### config.mk
export PLATFORM = sky130hd
export DESIGN_NAME = level_tracker
export DESIGN_NICKNAME = d
export VERILOG_FILES = /design/src/rtl/tetris_pkg.sv /design/src/rtl/lvl_gen_pacer.sv /design/src/rtl/level_tracker.sv
export SDC_FILE = /design/constraint.sdc
export NUM_CORES = 1
export LEC_CHECK = 0
export ABC_AREA = 1
export BUFFER_PORTS_ARGS = -buffer_cell sky130_fd_sc_hd__buf_4
export CORE_AREA = 5 5 85 87
export CTS_BUF_LIST = sky130_fd_sc_hd__clkbuf_8
export CTS_CLUSTER_DIAMETER = 40
export DETAILED_ROUTE_END_ITERATION = 6
export DIE_AREA = 0 0 90 92
export PLACE_DENSITY_LB_ADDON = 0.15
export SYNTH_ARGS = -nofsm -noshare
export SYNTH_HDL_FRONTEND = slang
export SYNTH_SLANG_ARGS = --single-unit
export TNS_END_PERCENT = 100
### constraint.sdc
create_clock -name clk -period 2.7 [get_ports clk]
set_clock_uncertainty 0.15 [all_clocks]
set_input_delay 0.405 -clock clk [delete_from_list [all_inputs] [get_ports clk]]
set_output_delay 0.405 -clock clk [all_outputs]
set_load 0.005 [all_outputs]
### src/rtl/tetris_pkg.sv
// Shared Tetris HUD definitions: level FSM states, datapath widths and the
// gravity drop-period table used by both the level tracker and the gravity timer.
package tetris_pkg;

    localparam int LVL_W   = 6;
    localparam int LINES_W = 10;

    typedef enum logic [1:0] {
        IDLE = 2'd0,
        RUN  = 2'd1,
        OVER = 2'd2
    } lvl_state_e;

    // Frames per gravity step for a given level.
    function automatic logic [5:0] drop_period(input logic [LVL_W-1:0] lvl);
        logic [5:0] frames;
        if (lvl <= 6'd8) begin
            frames = 6'd48 - (lvl * 6'd5);
        end else if (lvl == 6'd9) begin
            frames = 6'd6;
        end else if (lvl <= 6'd12) begin
            frames = 6'd5;
        end else if (lvl <= 6'd15) begin
            frames = 6'd4;
        end else if (lvl <= 6'd18) begin
            frames = 6'd3;
        end else if (lvl <= 6'd28) begin
            frames = 6'd2;
        end else begin
            frames = 6'd1;
        end
        return frames;
    endfunction

endpackage

### src/rtl/lvl_gen_pacer.sv
// Paces conversion strobes to the level BCD converter: latches the level word
// and holds it frozen for GEN_HOLD cycles after every strobe.
module lvl_gen_pacer
    import tetris_pkg::*;
#(
    parameter int GEN_HOLD = 8
) (
    input  logic             clk,
    input  logic             rst,
    input  logic             req,
    input  logic [LVL_W-1:0] level,
    output logic [LVL_W-1:0] disp_level,
    output logic             lvl_gen
);

    localparam int                HOLD_W    = $clog2(GEN_HOLD);
    localparam logic [HOLD_W-1:0] HOLD_INIT = HOLD_W'(GEN_HOLD - 1);
    localparam logic [HOLD_W-1:0] HOLD_ZERO = {HOLD_W{1'b0}};
    localparam logic [HOLD_W-1:0] HOLD_ONE  = HOLD_W'(1);

    logic              gen_pend_r;
    logic [HOLD_W-1:0] hold_cnt_r;
    logic [LVL_W-1:0]  disp_r;
    logic              gen_r;
    logic              fire_s;

    assign fire_s = gen_pend_r && (hold_cnt_r == HOLD_ZERO);

    // A request arriving on the firing cycle re-arms gen_pend for the next window.
    always_ff @(posedge clk) begin
        if (rst) begin
            gen_pend_r <= 1'b0;
            hold_cnt_r <= HOLD_ZERO;
            disp_r     <= {LVL_W{1'b0}};
            gen_r      <= 1'b0;
        end else begin
            gen_r <= fire_s;
            if (fire_s) begin
                disp_r     <= level;
                hold_cnt_r <= HOLD_INIT;
                gen_pend_r <= req;
            end else begin
                disp_r     <= disp_r;
                gen_pend_r <= gen_pend_r | req;
                if (hold_cnt_r != HOLD_ZERO) begin
                    hold_cnt_r <= hold_cnt_r - HOLD_ONE;
                end else begin
                    hold_cnt_r <= hold_cnt_r;
                end
            end
        end
    end

    assign disp_level = disp_r;
    assign lvl_gen    = gen_r;

endmodule

### src/rtl/level_tracker.sv
// Tetris level tracker: counts cleared lines, advances the level, derives the
// gravity drop period and feeds a paced level word to the BCD converter.
module level_tracker
    import tetris_pkg::*;
#(
    parameter int MAX_LEVEL     = 63,
    parameter int LINES_PER_LVL = 10,
    parameter int GEN_HOLD      = 8,
    parameter int MAX_LINES     = 999
) (
    input  logic               clk,
    input  logic               rst,
    input  logic               game_start,
    input  logic               game_over,
    input  logic [LVL_W-1:0]   start_lvl,
    input  logic               clr_valid,
    input  logic [2:0]         clr_lines,
    output logic [LVL_W-1:0]   disp_level,
    output logic               lvl_gen,
    output logic [LINES_W-1:0] lines_total,
    output logic [5:0]         drop_frames,
    output logic               running
);

    localparam logic [4:0]         LPL_C       = 5'(LINES_PER_LVL);
    localparam logic [LVL_W-1:0]   MAX_LVL_C   = LVL_W'(MAX_LEVEL);
    localparam logic [LINES_W-1:0] MAX_LINES_C = LINES_W'(MAX_LINES);

    lvl_state_e         state_r, state_next_s;
    logic [LVL_W-1:0]   level_r, level_next_s;
    logic [3:0]         line_cnt_r, line_cnt_next_s;
    logic [LINES_W-1:0] lines_total_r, lines_total_next_s;
    logic [5:0]         drop_r;
    logic               running_r;
    logic               req_s;
    logic               clr_ok_s;
    logic [4:0]         sum_s;
    logic [4:0]         wrap_s;
    logic [LINES_W-1:0] tot_sum_s;

    assign clr_ok_s  = clr_valid && (state_r == RUN) &&
                       (clr_lines >= 3'd1) && (clr_lines <= 3'd4);
    assign sum_s     = {1'b0, line_cnt_r} + {2'b00, clr_lines};
    assign wrap_s    = sum_s - LPL_C;
    assign tot_sum_s = lines_total_r + {7'd0, clr_lines};

    // Next-state and counter updates; game_start overrides clears and game_over.
    always_comb begin
        state_next_s       = state_r;
        level_next_s       = level_r;
        line_cnt_next_s    = line_cnt_r;
        lines_total_next_s = lines_total_r;
        req_s              = 1'b0;
        if (game_start) begin
            state_next_s       = RUN;
            level_next_s       = (start_lvl > MAX_LVL_C) ? MAX_LVL_C : start_lvl;
            line_cnt_next_s    = 4'd0;
            lines_total_next_s = {LINES_W{1'b0}};
            req_s              = 1'b1;
        end else begin
            if (clr_ok_s) begin
                if (sum_s >= LPL_C) begin
                    line_cnt_next_s = wrap_s[3:0];
                    // Level saturates silently: no converter request at the top.
                    if (level_r < MAX_LVL_C) begin
                        level_next_s = level_r + 6'd1;
                        req_s        = 1'b1;
                    end else begin
                        level_next_s = level_r;
                    end
                end else begin
                    line_cnt_next_s = sum_s[3:0];
                end
                lines_total_next_s = (tot_sum_s > MAX_LINES_C) ? MAX_LINES_C : tot_sum_s;
            end else begin
                lines_total_next_s = lines_total_r;
            end
            case (state_r)
                IDLE:    state_next_s = IDLE;
                RUN:     state_next_s = game_over ? OVER : RUN;
                OVER:    state_next_s = OVER;
                default: state_next_s = IDLE;
            endcase
        end
    end

    // State, counters and registered outputs.
    always_ff @(posedge clk) begin
        if (rst) begin
            state_r       <= IDLE;
            level_r       <= {LVL_W{1'b0}};
            line_cnt_r    <= 4'd0;
            lines_total_r <= {LINES_W{1'b0}};
            drop_r        <= 6'd48;
            running_r     <= 1'b0;
        end else begin
            state_r       <= state_next_s;
            level_r       <= level_next_s;
            line_cnt_r    <= line_cnt_next_s;
            lines_total_r <= lines_total_next_s;
            drop_r        <= drop_period(level_r);
            running_r     <= (state_next_s == RUN);
        end
    end

    lvl_gen_pacer #(
        .GEN_HOLD (GEN_HOLD)
    ) u_pacer (
        .clk        (clk),
        .rst        (rst),
        .req        (req_s),
        .level      (level_r),
        .disp_level (disp_level),
        .lvl_gen    (lvl_gen)
    );

    assign lines_total = lines_total_r;
    assign drop_frames = drop_r;
    assign running     = running_r;

endmodule

# After elaboration in Yosys (flattened, before gate mapping)
# Index checks and enable logic that the tools add are counted.
# op_classes
add_sub_neg,6
muxes,23
shifts,0
bitwise_logic,1
multipliers,1
div_mod_pow,0
reduce_logical,12
order_cmp,11
eq_ne,4
# op_table
cell,count
$mux W6,6
$le A6 B4 Y1 const B,3
$mux W3,5
$le A6 B5 Y1 const B,2
$add A10 B3 Y10,1
$gt A10 B10 Y1 const B,1
$mux W10,1
$mux W2,4
$reduce_bool A2 Y1,4
$add A6 B1 Y6 const B,1
$eq A6 B4 Y1 const B,1
$gt A6 B6 Y1 const B,1
$lt A6 B6 Y1 const B,1
$mul A6 B3 Y6 const B,1
$sub A6 B6 Y6 const A,1
$add A4 B3 Y5,1
$ge A5 B4 Y1 const B,1
$mux W1,5
$eq A2 B1 Y1 const B,2
$logic_and A1 B1 Y1,4
$mux W4,1
$pmux W2 S2,1
$sub A4 B4 Y4 const B,1
$ge A3 B1 Y1 const B,1
8 further kinds,8
# word_totals
word_cells,68
latch_bits,0
rom_bits,0
ff_bits,40
n_memories,0
mem_bits_rw,0

# Longest topological paths before layout
# depth
word_depth,8
depth_mapped,14

# Modules after synthesis
# Synthesis repeated with hierarchy kept, for this count alone.
# unflattened
cells_unflattened,364
area_unflattened_um2,2469.9
# modules_own_cells
mod,seq_area_each_um2,cells_each,instances,area_each_um2
level_tracker,580.6,291,1,1974.4
lvl_gen_pacer,220.2,73,1,495.5

# Worst setup path after synthesis
# OpenSTA, ideal clock, no wires.
# synth_timing
kind,input port to flip-flop
start,in clr_lines[0]
end,reg level_r[1]
slack_ns,0.529
cell_stages,13
t_arrival_ns,1.908
setup_ns,0.113
path_cell_list,ha_1 -> fa_1 -> nand2_1 -> nand2_1 -> ha_1 -> nand2_1 -> nand3_2 -> nand2_2 -> nand2_4 -> nand2_4 -> nand2_1 -> nand2_1 -> nor2_1
# synth_via
elab_chain_cells,5
# synth_lines
element,line_no,rtl
from (decl),level_tracker.sv:17,"input logic [2:0] clr_lines,"
"parallel branches: the longest is 4 deep, another holds $add A4 B3 Y5",--,
$reduce_and A3 Y1 (no line) *,--,
to (signal assigned),level_tracker.sv:91,level_r <= {LVL_W{1'b0}};
to (signal assigned),level_tracker.sv:98,level_r <= level_next_s;
to (decl),level_tracker.sv:30,"logic [LVL_W-1:0] level_r, level_next_s;"
# Every way passes the cells marked *.
# A chain may end at the register's enable or synchronous reset.

# Worst setup path in the final report
# layout_timing
start,reg line_cnt_r[0]
end,reg level_r[1]
# layout_via
elab_chain_cells,4
# layout_lines
element,line_no,rtl
from (decl),level_tracker.sv:31,"logic [3:0] line_cnt_r, line_cnt_next_s;"
from (signal assigned),level_tracker.sv:99,line_cnt_r <= line_cnt_next_s;
$add A4 B3 Y5,level_tracker.sv:43,"assign sum_s = {1'b0, line_cnt_r} + {2'b00, clr_lines};"
$ge A5 B4 Y1,level_tracker.sv:62,if (sum_s >= LPL_C) begin
$reduce_bool A2 Y1 (no line),--,
$reduce_and A3 Y1 (no line),--,
# Every way passes these cells.

==> impl_metrics.tcl <==
set metrics [dict create \
    gp_congestion 0.863 \
    clk-insertion-delay-late_ps 290 \
    drive_gt1_share_pct 17.4 \
    slew_violations 0 \
    tightestPinTransition_ps 374 \
    r2r_cells 12 \
    ir_worst_vdd_mv 0.330 \
    cp_max_fo 8 \
    hold_violations 0 \
    dr_total_vias 2311 \
    syn_nets 388 \
    start_kind "flop" \
    port_buffers 37 \
    cts_hold_buf 0 \
    synth-seq-cells 40 \
    ioPinCount 38 \
    power_switching_mw 0.453 \
    cts_root_buf "clkbuf_8" \
    wl_per_cell_um 12.1 \
    internal_power_mw 1.06 \
    hold_end "state_r[0]" \
    critPathMostFrequentCell "nand2_1" \
    netlist_area_um2 2480 \
    power_density_nw_per_um2 511 \
    diodes 0 \
    cp.arrival_ps 2300 \
    worst_r2r_endpoint "level_r[1]" \
    setup_slack_ps 447 \
    power_frac_comb_pct 23.3 \
    syn2layout_area_growth_pct 19.1 \
    grt_pass1_vias 2285 \
    grt_overflow 0 \
    slowest_stage "fa_1" \
    drt_iter0_drc 64 \
    row_count 29 \
    cap_violations 0 \
    cts.sinks 40 \
    fp.coreArea_um2 6280 \
    grt_pass1_wl_um 10100 \
    ys_warn_count 0 \
    relSlewSlack_pct 75.0 \
    rr_startpoint "line_cnt_r[0]" \
    htree_levels 2 \
    synthCells 350 \
    power_frac_seq_pct 44.7 \
    whs_ps 247 \
    die_area_um2 8280 \
    via_per_inst 4.94 \
    first_pass_iters 4 \
    path_buf_inv 1 \
    ant_nets 0 \
    pwr-share-clk_pct 32.0 \
    final_cell_mix "nand2_1 (69), inv_1 (54), buf_4 (42)" \
    max_stage_delay_ps 540 \
    critical_path_class "flop to flop" \
    clk_pin_slew_ps 80 \
    grt_usage_pct 14.3 \
    cp-end-kind "flop" \
    setup_tns_ps 0 \
    cts_setup_buffers 0 \
    power_leakage_nw 1.44 \
    whs_path_depth 4 \
    final_nets 428 \
    avgSynthCellArea_um2 7.10 \
    cp.required_ps 2740 \
    post-place-ws_ps 222 \
    p_sw_share_pct 29.9 \
    num-fill-cells 658 \
    routed_wl_um 5680 \
    hp-start "game_over" \
    final_area_um2 2960 \
    cpLargestDelayFamily "adder cells" \
    setup_viol 0 \
    status "finished clean" \
    crit_chain "ha_1 > fa_1 > inv_1 > ha_1 > nand2_1 > nand3_2 > nand2_2 > nand2_4 > nand2_4 > nand2_1 > nand2_1 > nor2_1" \
    final_common_cell "nand2_1" \
    rsz0062_at_grt "false" \
    hpwlAfterDp_um 4420 \
    grt_max_degree 21 \
    reg2reg_slack_ps 450 \
    layout_min_cycle_time_ps 2250 \
    placed_area_um2 2850 \
    die_w_um 90 \
    chipHeight_um 92 \
    cts_resized 0 \
    period_share_pct 83.4 \
    hp-class "input port to flop" \
    yosysSeqAreaShare_pct 32.2 \
    cts_tree "yes" \
    drc_errors 0 \
    initial_core_util_pct 39.6 \
    antenna_found_initial 0 \
    ys_types 38 \
    cts_buffers 5 \
    cts_buffer_depth 2 \
    fmax_mhz 444 \
]
==> metrics by stage <==
step | std cells | util [%] | power (mW)
after floorplan | 350 | - | 0.925
after global placement | 460 | 45.4 | 1.04
after detailed placement | 460 | 45.4 | 1.05
after CTS | 468 | 47.1 | 1.53
after global routing | 468 | 47.1 | 1.62
final | 468 | 47.1 | 1.51
==> kinds of logic (layout without fill, tap and decap cells) <==
| group | Yosys count | count (layout) | share of synthesized area (%) |
|---|---|---|---|
| adder cells (fa/ha/maj) | 24 | 24 | 13.0 |
| multiplexers | 1 | 1 | 0.403 |
| flip-flops | 40 | 40 | 32.2 |
| AO/OA/AOI/OAI | 62 | 62 | 13.4 |
| XOR/XNOR | 6 | 6 | 2.11 |
| AND/OR/NAND/NOR | 151 | 151 | 28.3 |
| buffers and inverters | 66 | 107 | 10.5 |
==> synth_stat cells <==
library cell,instances,area [µm²]
clkbuf_1,5,18.8
nand3_2,3,30.0
or3_1,1,6.26
buf_2,3,15.0
nor3b_2,1,12.5
inv_2,2,7.51
o21a_1,1,7.51
nand2_2,5,31.3
nand2_4,2,22.5
buf_6,1,11.3
and2_1,2,12.5
nor2_2,3,18.8
nand4_1,3,18.8
nor3_1,4,20.0
a2111oi_0,1,8.76
nor3b_1,1,7.51
nor2_1,24,90.1
nand3_1,30,150
fa_1,3,60.1
dfxtp_1,40,801
nor2_4,1,11.3
o2111ai_1,1,8.76
o211ai_1,3,22.5
xor2_1,4,35.0
or2_2,1,6.26
a21oi_1,31,155
mux2i_1,1,10.0
nand3b_1,1,7.51
a211oi_1,1,7.51
inv_1,53,199
clkinv_2,1,5.00
ha_1,21,263
o21ai_0,21,105
xnor2_1,2,17.5
a221oi_1,1,8.76
clkinv_1,1,3.75
nand2_1,69,259
o21ai_1,2,10.0
==> layout make-up <==
| type | instances | area, µm² | share of cell area [%] |
|---|---|---|---|
| multi-input cells | 244 | 1420 | 48.1 |
| clock buffers | 5 | 68.8 | 2.33 |
| well taps | 77 | 96.3 | 3.26 |
| clock inverters | 3 | 38.8 | 1.31 |
| inverters | 57 | 215 | 7.27 |
| repair buffers | 42 | 315 | 10.7 |
| flip-flops and latches | 40 | 801 | 27.1 |
==> routing by layer <==
layer / vias up / global-route usage (%) / part of all wire (%)
li1: 1218 / - / -
met1: 1044 / 18.8 / 49
met2: 41 / 22.9 / 45
met3: 8 / 4.01 / 5.0
met4: 0 / 4.22 / 1.3
met5: - / 0 / 0
==> state kept, by name (all words and copies together), names as in the netlist <==
name / count
u_pacer.gen_pend_r: 1
state_r: 2
u_pacer.hold_cnt_r: 3
running: 1
u_pacer.lvl_gen: 1
u_pacer.disp_level: 6
drop_frames: 6
lines_total: 10
level_r: 6
line_cnt_r: 4
==> worst max path at each step <==
stage / from / to / slack (ps) / cells past startpoint
final: line_cnt_r[0] / level_r[1] / 450 / 12
after global routing: line_cnt_r[0] / level_r[0] / 280 / 12
after detailed placement: clr_lines[0] / level_r[1] / 220 / 13
after CTS: level_r[2] / drop_frames[5] / 430 / 6
after floorplan: clr_lines[0] / level_r[1] / 530 / 13
after global placement: clr_lines[0] / level_r[1] / 290 / 13
==> power groups by stage <==
stage	Combinational (mW)	Clock (mW)	Sequential, mW
floorplan	0.242	0	0.683
global placement	0.352	0	0.689
detailed placement	0.356	0	0.691
CTS	0.359	0.497	0.677
global route	0.409	0.525	0.685
finish	0.353	0.483	0.676
==> worst reg2reg max path, cell delays in order (launching register included) <==
cell	delay, ps
dfxtp_1	320
ha_1	210
fa_1	540
inv_1	90
ha_1	210
nand2_1	90
nand3_2	80
nand2_2	120
nand2_4	80
nand2_4	110
nand2_1	60
nand2_1	50
nor2_1	40
Note: power is estimated with default switching activity, not from simulation.
